File: src/rtl/axi_tdd_ng_counter.sv
`default_nettype none
// ============================================================================
// Module   : axi_tdd_ng_counter
// Brief    : TDD timing engine (arm, sync, startup delay, framed burst count).
// Revision : 1.0 - initial release
// ============================================================================

package axi_tdd_ng_pkg;
    typedef enum logic [1:0] {
        IDLE    = 2'd0,
        ARMED   = 2'd1,
        WAITING = 2'd2,
        RUNNING = 2'd3
    } state_t;
endpackage

module axi_tdd_ng_counter
    import axi_tdd_ng_pkg::*;
#(
    parameter int REGISTER_WIDTH    = 32,
    parameter int BURST_COUNT_WIDTH = 32
) (
    input  logic                         clk,
    input  logic                         resetn,
    input  logic                         tdd_enable,
    input  logic                         tdd_sync_en,
    input  logic                         tdd_sync_int,
    input  logic                         tdd_sync_ext,
    input  logic                         tdd_sync_soft,
    input  logic [REGISTER_WIDTH-1:0]    tdd_startup_delay,
    input  logic [REGISTER_WIDTH-1:0]    tdd_frame_length,
    input  logic [BURST_COUNT_WIDTH-1:0] tdd_burst_count,
    output logic [REGISTER_WIDTH-1:0]    tdd_counter,
    output state_t                       tdd_cstate,
    output logic                         tdd_endof_frame,
    output logic                         tdd_endof_burst
);

    localparam logic [REGISTER_WIDTH-1:0]    c_REG_ONE   = 1;
    localparam logic [BURST_COUNT_WIDTH-1:0] c_BURST_ONE = 1;

    state_t                       r_state;
    logic [REGISTER_WIDTH-1:0]    r_counter;
    logic [BURST_COUNT_WIDTH-1:0] r_frame;
    logic                         r_eof;
    logic                         r_eob;
    logic [REGISTER_WIDTH-1:0]    r_delay;
    logic [REGISTER_WIDTH-1:0]    r_length;
    logic [BURST_COUNT_WIDTH-1:0] r_burst;

    state_t                       w_state_nxt;
    logic [REGISTER_WIDTH-1:0]    w_counter_nxt;
    logic [BURST_COUNT_WIDTH-1:0] w_frame_nxt;
    logic                         w_eof_nxt;
    logic                         w_eob_nxt;
    logic                         w_capture;
    logic                         w_sync;
    logic [REGISTER_WIDTH-1:0]    w_t;
    logic                         w_t_zero;
    logic                         w_last_frame;

    assign w_sync       = tdd_sync_soft | (tdd_sync_en & (tdd_sync_int | tdd_sync_ext));
    // A zero frame length behaves as a one-cycle frame
    assign w_t          = (r_length == '0) ? '0 : r_length - c_REG_ONE;
    assign w_t_zero     = (w_t == '0);
    assign w_last_frame = (r_burst != '0) && (r_frame + c_BURST_ONE == r_burst);

    always_comb begin
        w_state_nxt   = r_state;
        w_counter_nxt = r_counter;
        w_frame_nxt   = r_frame;
        w_eof_nxt     = 1'b0;
        w_eob_nxt     = 1'b0;
        w_capture     = 1'b0;
        if (!tdd_enable) begin
            w_state_nxt   = IDLE;
            w_counter_nxt = '0;
            w_frame_nxt   = '0;
        end else begin
            case (r_state)
                IDLE: begin
                    w_state_nxt   = ARMED;
                    w_counter_nxt = '0;
                end
                ARMED: begin
                    w_counter_nxt = '0;
                    w_frame_nxt   = '0;
                    if (w_sync) begin
                        w_capture = 1'b1;
                        if (tdd_startup_delay != '0) begin
                            w_state_nxt = WAITING;
                        end else begin
                            // Shadows load this edge, so flags look at the raw inputs
                            w_state_nxt = RUNNING;
                            w_eof_nxt   = (tdd_frame_length <= c_REG_ONE);
                            w_eob_nxt   = w_eof_nxt && (tdd_burst_count == c_BURST_ONE);
                        end
                    end
                end
                WAITING: begin
                    if (r_counter == r_delay - c_REG_ONE) begin
                        w_state_nxt   = RUNNING;
                        w_counter_nxt = '0;
                        w_eof_nxt     = w_t_zero;
                        w_eob_nxt     = w_t_zero && (r_burst == c_BURST_ONE);
                    end else begin
                        w_counter_nxt = r_counter + c_REG_ONE;
                    end
                end
                RUNNING: begin
                    if (r_counter == w_t) begin
                        w_counter_nxt = '0;
                        if (w_last_frame) begin
                            w_state_nxt = ARMED;
                            w_frame_nxt = '0;
                        end else begin
                            if (r_burst != '0) begin
                                w_frame_nxt = r_frame + c_BURST_ONE;
                            end
                            w_eof_nxt = w_t_zero;
                            w_eob_nxt = w_t_zero && (r_burst != '0)
                                        && (w_frame_nxt + c_BURST_ONE == r_burst);
                        end
                    end else begin
                        w_counter_nxt = r_counter + c_REG_ONE;
                        w_eof_nxt     = (w_counter_nxt == w_t);
                        w_eob_nxt     = w_eof_nxt && w_last_frame;
                    end
                end
                default: begin
                    w_state_nxt   = IDLE;
                    w_counter_nxt = '0;
                    w_frame_nxt   = '0;
                end
            endcase
        end
    end

    always_ff @(posedge clk) begin
        if (!resetn) begin
            r_state   <= IDLE;
            r_counter <= '0;
            r_frame   <= '0;
            r_eof     <= 1'b0;
            r_eob     <= 1'b0;
            r_delay   <= '0;
            r_length  <= '0;
            r_burst   <= '0;
        end else begin
            r_state   <= w_state_nxt;
            r_counter <= w_counter_nxt;
            r_frame   <= w_frame_nxt;
            r_eof     <= w_eof_nxt;
            r_eob     <= w_eob_nxt;
            if (w_capture) begin
                r_delay  <= tdd_startup_delay;
                r_length <= tdd_frame_length;
                r_burst  <= tdd_burst_count;
            end
        end
    end

    assign tdd_counter     = r_counter;
    assign tdd_cstate      = r_state;
    assign tdd_endof_frame = r_eof;
    assign tdd_endof_burst = r_eob;

endmodule
`default_nettype wire

File: config.mk
export PLATFORM = sky130hd
export DESIGN_NAME = axi_tdd_ng_counter
export DESIGN_NICKNAME = d
export VERILOG_FILES = /design/src/rtl/axi_tdd_ng_counter.sv
export SDC_FILE = /design/constraint.sdc
export NUM_CORES = 1
export LEC_CHECK = 0
export BUFFER_PORTS_ARGS = -buffer_cell sky130_fd_sc_hd__buf_2
export CAP_MARGIN = 30
export CORE_AREA = 2 2 163 165
export DETAILED_ROUTE_END_ITERATION = 7
export DIE_AREA = 0 0 165 167
export HOLD_SLACK_MARGIN = 0.03
export PLACE_DENSITY = 0.79
export SLEW_MARGIN = 15
export SYNTH_ARGS = -nofsm -noshare
export SYNTH_HDL_FRONTEND = slang
export SYNTH_SLANG_ARGS = --single-unit
File: constraint.sdc
create_clock -name clk -period 6.6 [get_ports clk]
set_input_delay 1.32 -clock clk [delete_from_list [all_inputs] [get_ports clk]]
set_output_delay 1.32 -clock clk [all_outputs]
set_load 0.05 [all_outputs]
# --- Word-level counts from Yosys, hierarchy flattened ---
# Cells that the tools add are included.
word_totals:
  mem_bits_rw: 0
  mem_bits_ro: 0
  output_inout_bits: 36
  word_cells: 80
  mem_count: 0
  register_bits: 164
  in_bits: 103
  latchBits: 0
classes:
  n_lt_le_gt_ge: 1
  n_addsub: 5
  muxes: 33
  shifts: 0
  multipliers: 0
  div: 0
  n_reduce_logical: 16
  n_eq_ne: 14
  bitwise_logic: 3
op_table:
  columns: ["cell", "count"]
  rows:
  - ["$mux 32", 10]
  - ["$eq 32x32->1", 5]
  - ["$add 32x1->32 const B", 3]
  - ["$pmux 32 s3", 1]
  - ["$eq 32x1->1 const B", 2]
  - ["$logic_not 32->1", 2]
  - ["$pmux 32 s2", 1]
  - ["$reduce_bool 32->1", 2]
  - ["$sub 32x1->32 const B", 2]
  - ["$le 32x1->1 const B", 1]
  - ["$mux 1", 14]
  - ["$mux 2", 4]
  - ["$ne 2x2->1 const B", 4]
  - ["$pmux 2 s4", 1]
  - ["$logic_and 1x1->1", 6]
  - ["$pmux 1 s3", 2]
  - ["$eq 2x2->1 const B", 2]
  - ["$reduce_and 2->1", 2]
  - ["$reduce_and 4->1", 1]
  - ["$eq 2x1->1 const B", 1]
  - ["$logic_not 2->1", 1]
  - ["$or 1x1->1", 2]
  - ["$reduce_bool 2->1", 1]
  - ["$reduce_or 2->1", 1]
  - ["$and 1x1->1", 1]

# --- Longest topological paths before layout ---
depth:
  word_depth: 13
  ltp_mapped: 22

# --- Worst setup path after synthesis ---
# No wires, ideal clock.
synth_timing:
  path_kind: "flip-flop to flip-flop"
  startpoint: "register r_burst[5]"
  endpoint: "register r_eob (netlist: tdd_endof_burst)"
  setup_ps: 79
  arrival_time_ps: 5522
  t_required_ps: 6521
  path_stages_with_launch: 23
  slack_ps: 999
  path_buffers: 6
  synth_period_minus_slack_ps: 5601
  path_cell_list: "dfxtp_1 -> clkbuf_1 -> nor4_1 -> nand4_1 -> nor3_1 -> clkbuf_1 -> clkbuf_1 -> buf_1 -> clkbuf_1 -> clkbuf_1 -> xnor2_1 -> ha_1 -> nand3b_1 -> a21oi_1 -> a311oi_1 -> nor4_1 -> nand4_1 -> a311o_1 -> a2111oi_0 -> nand4_1 -> nor4_1 -> o21ai_1 -> a211oi_2"
synth_via:
  elab_chain_cells: 12
synth_lines:
  columns: ["element", "line", "source"]
  rows:
  - ["start: declaration", "49", "logic [BURST_COUNT_WIDTH-1:0] r_burst;"]
  - ["start signal: assignment", "158", "r_burst <= tdd_burst_count;"]
  - ["$reduce_bool 32->1", "66, 117, 121", null]
  - ["$mux 32", "117", "if (r_burst != '0) begin"]
  - ["$mux 32", "113", "if (w_last_frame) begin"]
  - ["$mux 32", "111", "if (r_counter == w_t) begin"]
  - ["$mux 32", "80", "case (r_state)"]
  - ["$mux 32", "75", "if (!tdd_enable) begin"]
  - ["$add 32x1->32", "122", "&& (w_frame_nxt + c_BURST_ONE == r_burst);"]
  - ["$eq 32x32->1", "122", null]
  - ["$logic_and 1x1->1", "122", null]
  - ["$mux 1", "113", null]
  - ["$mux 1", "111", null]
  - ["$pmux 1 s3 (*)", "80", null]
  - ["end signal: assignment", "154", "r_eob <= w_eob_nxt;"]
  - ["end: declaration", "46", "logic r_eob;"]
# Mark *: on every way between the ends. The rest lies on a longest branch, timed or not. The select of a mux whose other input is x is not followed.
# A chain may end at the register's enable or synchronous reset.

# --- Final worst setup path ---
layout_timing:
  startpoint: "register r_frame[0]"
  endpoint: "register r_eob (netlist: tdd_endof_burst)"
layout_via:
  elab_chain_cells: 12
layout_lines:
  columns: ["element", "line", "source"]
  rows:
  - ["start: declaration", "44", "logic [BURST_COUNT_WIDTH-1:0] r_frame;"]
  - ["start signal: assignment", "152", "r_frame <= w_frame_nxt;"]
  - ["$add 32x1->32", "66, 118", null]
  - ["$mux 32", "117", null]
  - ["$mux 32", "113", null]
  - ["$mux 32", "111", null]
  - ["$mux 32", "80", null]
  - ["$mux 32", "75", null]
  - ["$add 32x1->32", "122", null]
  - ["$eq 32x32->1", "122", null]
  - ["$logic_and 1x1->1", "122", null]
  - ["$mux 1", "113", null]
  - ["$mux 1 (*)", "111", null]
  - ["$pmux 1 s3 (*)", "80", null]
# Marked as above.

==> results.md <==
- The flow ran to the end, and the final reports show no timing, DRC or antenna violations.
- The endpoint identified for the worst register-to-register timing path is tdd_endof_burst.
- The clock tree from TritonCTS is done.
- From synthesis to final layout, the design area changed by 9.35%.
- The number of buffers added by the clock tree synthesis step is 17.
- The routed length on met3 is 5140 um.
- The setup slack after layout is 1060 ps.
- Counting instances, the worst hold path has a depth of 2.
- STA classifies the critical path endpoint as a register.
- The unique cell type count in the Yosys netlist is 82.
- The share of final-layout standard cells stronger than drive strength 1 is 11.9%.
- In the routed design, unresolved DRC markers number 0.
- Summed over its instances, the top area cell type makes up 23.4% of the synthesized netlist area.
- The largest total area in the synthesized netlist belongs to dfxtp_1.
- The total standard cell area after synthesis is 0.0141 mm2.
- The largest single stage delay on the critical path is 720 ps.
- The highest metal layer with signal wires is met5.
- Hold timing on the final database bottoms out at a slack of 493 ps.
- The max-capacitance violation count is 0.
- The setup violation total in the final timing report is 0.
- After global routing the overflow that remains totals 0.
- The post-synthesis instance total is 1974.
- The worst setup timing slack at the placement stage is 1150 ps.
- The die footprint is 0.0276 mm2.
- The die is 165 um wide.
- Among all flip-flop cells after synthesis, the most frequent one is dfxtp_1.
- The kind of cell with the highest combined delay along the critical path is simple AND/OR/NAND/NOR gates.
- Dividing the detail-routed via count by the number of cells gives 6.62.
- Routability-driven placement finished with a final weighted congestion of 1.01.
- The sequential-to-total area share from yosys stat is 23.4%.
- The total chip power is 3040 uW.
- The setup fix buffers added after clock tree synthesis is 0.
- After routing, the total negative slack on setup checks comes to 0 ps.
- The overall routing resource usage is 36.3%.
- The maximum buffer depth of the clock tree is 2.
- The internal power component is 1930 uW.
- Detailed placement ended at an HPWL of 37700 um.
- The worst path in the final design needs a cycle of 5540 ps, including I/O delays and setup.
- Between clock sinks in the finished design, the worst skew comes to 18.4 ps.
- The transition time of the tightest slew-check pin is 985 ps.
- After synthesis, the most frequently instantiated cells are 297 x nand2_1, 164 x dfxtp_1, 164 x xnor2_1, 143 x clkbuf_1, 133 x nor2_1.
- The startpoint identified for the worst register-to-register timing path is r_frame[0].
- The number of H-tree branching levels is 4.
- The number of antenna violations at the first check in global routing came to 1.
- After the last flow step, the layout net total stands at 2103.
- Of all nets on the critical path, the largest fanout is 16.
- The mean routed wirelength per cell is 21.8 um.
- For this block, the routed nets add up to 51000 um of wire.
- The kind of critical path is reg -> reg.
- The final number of max-transition violations is 0.
- Setup repair after global routing left no endpoint under its margin.
- The floorplan step defined a core boundary enclosing 0.0258 mm2.
- In the final routing, the length of wire on met1 measures 21300 um.
- The global-route wire length before repair is 78900 um.
- In this run, synthesis inferred 0 flip-flops with an integrated enable.
- The worst-skew pair later-pin latency is 450 ps.
- The most common cell in the synthesized netlist is nand2_1.
- For this design, the sink count on the clock tree is 164.
- The cell sitting at the root of the clock tree is a clkbuf_16.
- The kind of launch point of the worst setup path is a register.
- The net switching power is 1110 uW.
- Data arrives at the worst endpoint at 5880 ps.
- After routing the design area is 0.0154 mm2.
- Walking the worst path, the cells encountered are ha_1 -> nand3_1 -> buf_4 -> or3_1 -> or2_0 -> or3_1 -> a22oi_1 -> a21o_1 -> o21ai_0 -> or4_1 -> or4_1 -> nor4_1 -> o21ai_1 -> a211oi_2.
- The max-slew headroom at the worst pin is 33.5%.
- Summed over all nets, wire length on met2 after detailed routing comes to 23000 um.
- The via count of the routed design is 15500.
- The starting DRC count in detailed routing is 2054.
- The highest-delay cell along the critical path is or3_1.
- For this configuration, the core starts out at a cell density of 54.6%.
- In this run, synthesis produced a sequential element count of 164.
- Once detail routing completed, the nets flagged for antenna violations numbered 0.
- The synthesized netlist net count is 2087.
- The number of hold buffers added after cts is 0.
- From bottom edge to top edge, the die measures 167 um.
- Summing all placed instances gives a cell area of 0.0148 mm2.
- The clock network burns 34.8% of the power.
- The analysis attributes to cell leakage a power of 0.00520 uW.
- Power spread over the standard cell area amounts to 198 mW/mm2.
- The post-route clock period utilization is 83.9%.
- The number of synthesis warnings is 0.
- The largest net degree at the start of global routing is 98.
- In this run the core area contains 59 standard-cell rows.
- The number of global-route vias before repair is 14200.
- The net switching share of the total power is 36.5%.
- Once the clock tree was built, the resizer swapped 0 gates to a different size.
- Combinational logic burns 31.1% of the power.
- The worst hold path terminates at r_delay[31].
- Across all register-to-register paths, the minimum setup slack is 1060 ps.
- The number of top-level pins is 139.
- IR analysis of the VDD net gives a maximum drop of 0.178 mV.
- Clock-pin slew was measured on the worst setup and hold paths at 80 ps.
- The number of detailed-routing iterations run before antenna repair is 6.
- The startpoint of the worst hold path is r_delay[31].
- Of the total power, registers draw 34.2%.
- The post-synthesis async set-or-reset flop share is 0%.
- The quantity of I/O buffers inserted on ports is 138.
- For the worst flop-to-flop path, the logic depth is 14.
- The type of the worst min-delay path is reg -> reg.
- In the post-synthesis netlist, the biggest area contributors are dfxtp_1 23%, xnor2_1 10%, nand2_1 7.9%, a21boi_0 5.3%, xor2_1 4.0%.
- The count of endpoints failing hold in the final timing report is 0.
- The total buffers and inverters traversed by the critical path is 1.
- Timing would allow up to 0.181 GHz.
- The average instance area after synthesis is 7.12 um2.
- The data required time at the worst endpoint is 6940 ps.
- The total inserted antenna cells is 0.
[per-stage QoR]
step / instances / utilization, %
after floorplan: 1974 / -
after global placement: 2302 / 57.1
after detailed placement: 2303 / 57.3
after CTS: 2334 / 59.5
after global routing: 2337 / 59.7
final: 2337 / 59.7
[layer usage]
| layer | GRT usage (%) | vias up |
|---|---|---|
| li1 | - | 7187 |
| met1 | 49.9 | 7287 |
| met2 | 56.9 | 873 |
| met3 | 6.82 | 130 |
| met4 | 12.1 | 2 |
| met5 | 0 | - |
[tightest hold or removal path: stages (launching register included)]
cell and delay (ps):
dfxtp_1 330, nand2_1 50, a21boi_0 60
[kinds of logic (layout without fill, tap and decap cells)]
group,after synthesis,count (layout),synth area share (%)
flops,164,164,23.4
fa+ha+maj,10,10,0.890
mux,22,22,1.60
compound gates,448,448,21.2
xor+xnor,231,231,14.6
simple gates,905,905,33.0
buf+inv,194,222,5.37
[power by group through the flow]
| stage | combinational (uW) | clock [uW] | sequential [uW] |
|---|---|---|---|
| after floorplan | 677 | 0 | 1050 |
| after global placement | 894 | 0 | 1060 |
| after detailed placement | 911 | 0 | 1060 |
| after CTS | 917 | 1060 | 1040 |
| after global routing | 1020 | 1100 | 1040 |
| final | 944 | 1060 | 1040 |
[area by class of cell]
| class | instances | area, um2 |
|---|---|---|
| Timing Repair Buffer | 165 | 928 |
| Fill cell | 2412 | 10400 |
| Tap cell | 335 | 419 |
| Multi-Input combinational cell | 1616 | 10100 |
| Inverter | 26 | 97.6 |
| Clock inverter | 13 | 146 |
| Clock buffer | 18 | 439 |
| Sequential cell | 164 | 3280 |
[worst max path at each step]
stage / slack [ps] / cells past startpoint / endpoint / start
after detailed placement: 1150 / 14 / tdd_endof_burst / r_burst[7]
after global routing: 900 / 14 / tdd_endof_burst / r_frame[0]
after global placement: 1310 / 14 / tdd_endof_burst / r_frame[0]
after floorplan: 1000 / 22 / tdd_endof_burst / r_burst[5]
after CTS: 1090 / 14 / tdd_endof_burst / r_burst[7]
final: 1060 / 14 / tdd_endof_burst / r_frame[0]
[cell usage in the layout, fill, tap and decap left out, drive strengths merged, types with 19 or more instances in the layout]
cell type    n
nor4        89
nor2       134
and4        21
or3         43
and3        19
nand2      297
nand4       53
or4         37
a21boi     100
clkbuf      19
nor3        60
o21ai       81
dfxtp      164
xnor2      164
a21oi      105
inv         33
nand3       66
a31oi       26
buf        164
xor2        65
[state kept, by name (all words and copies together) (netlist names)]
signal / cells
r_delay: 32
r_frame: 32
tdd_endof_burst: 1
tdd_cstate: 2
r_length: 32
tdd_endof_frame: 1
tdd_counter: 32
r_burst: 32
Power figures use the tool's default switching activity.
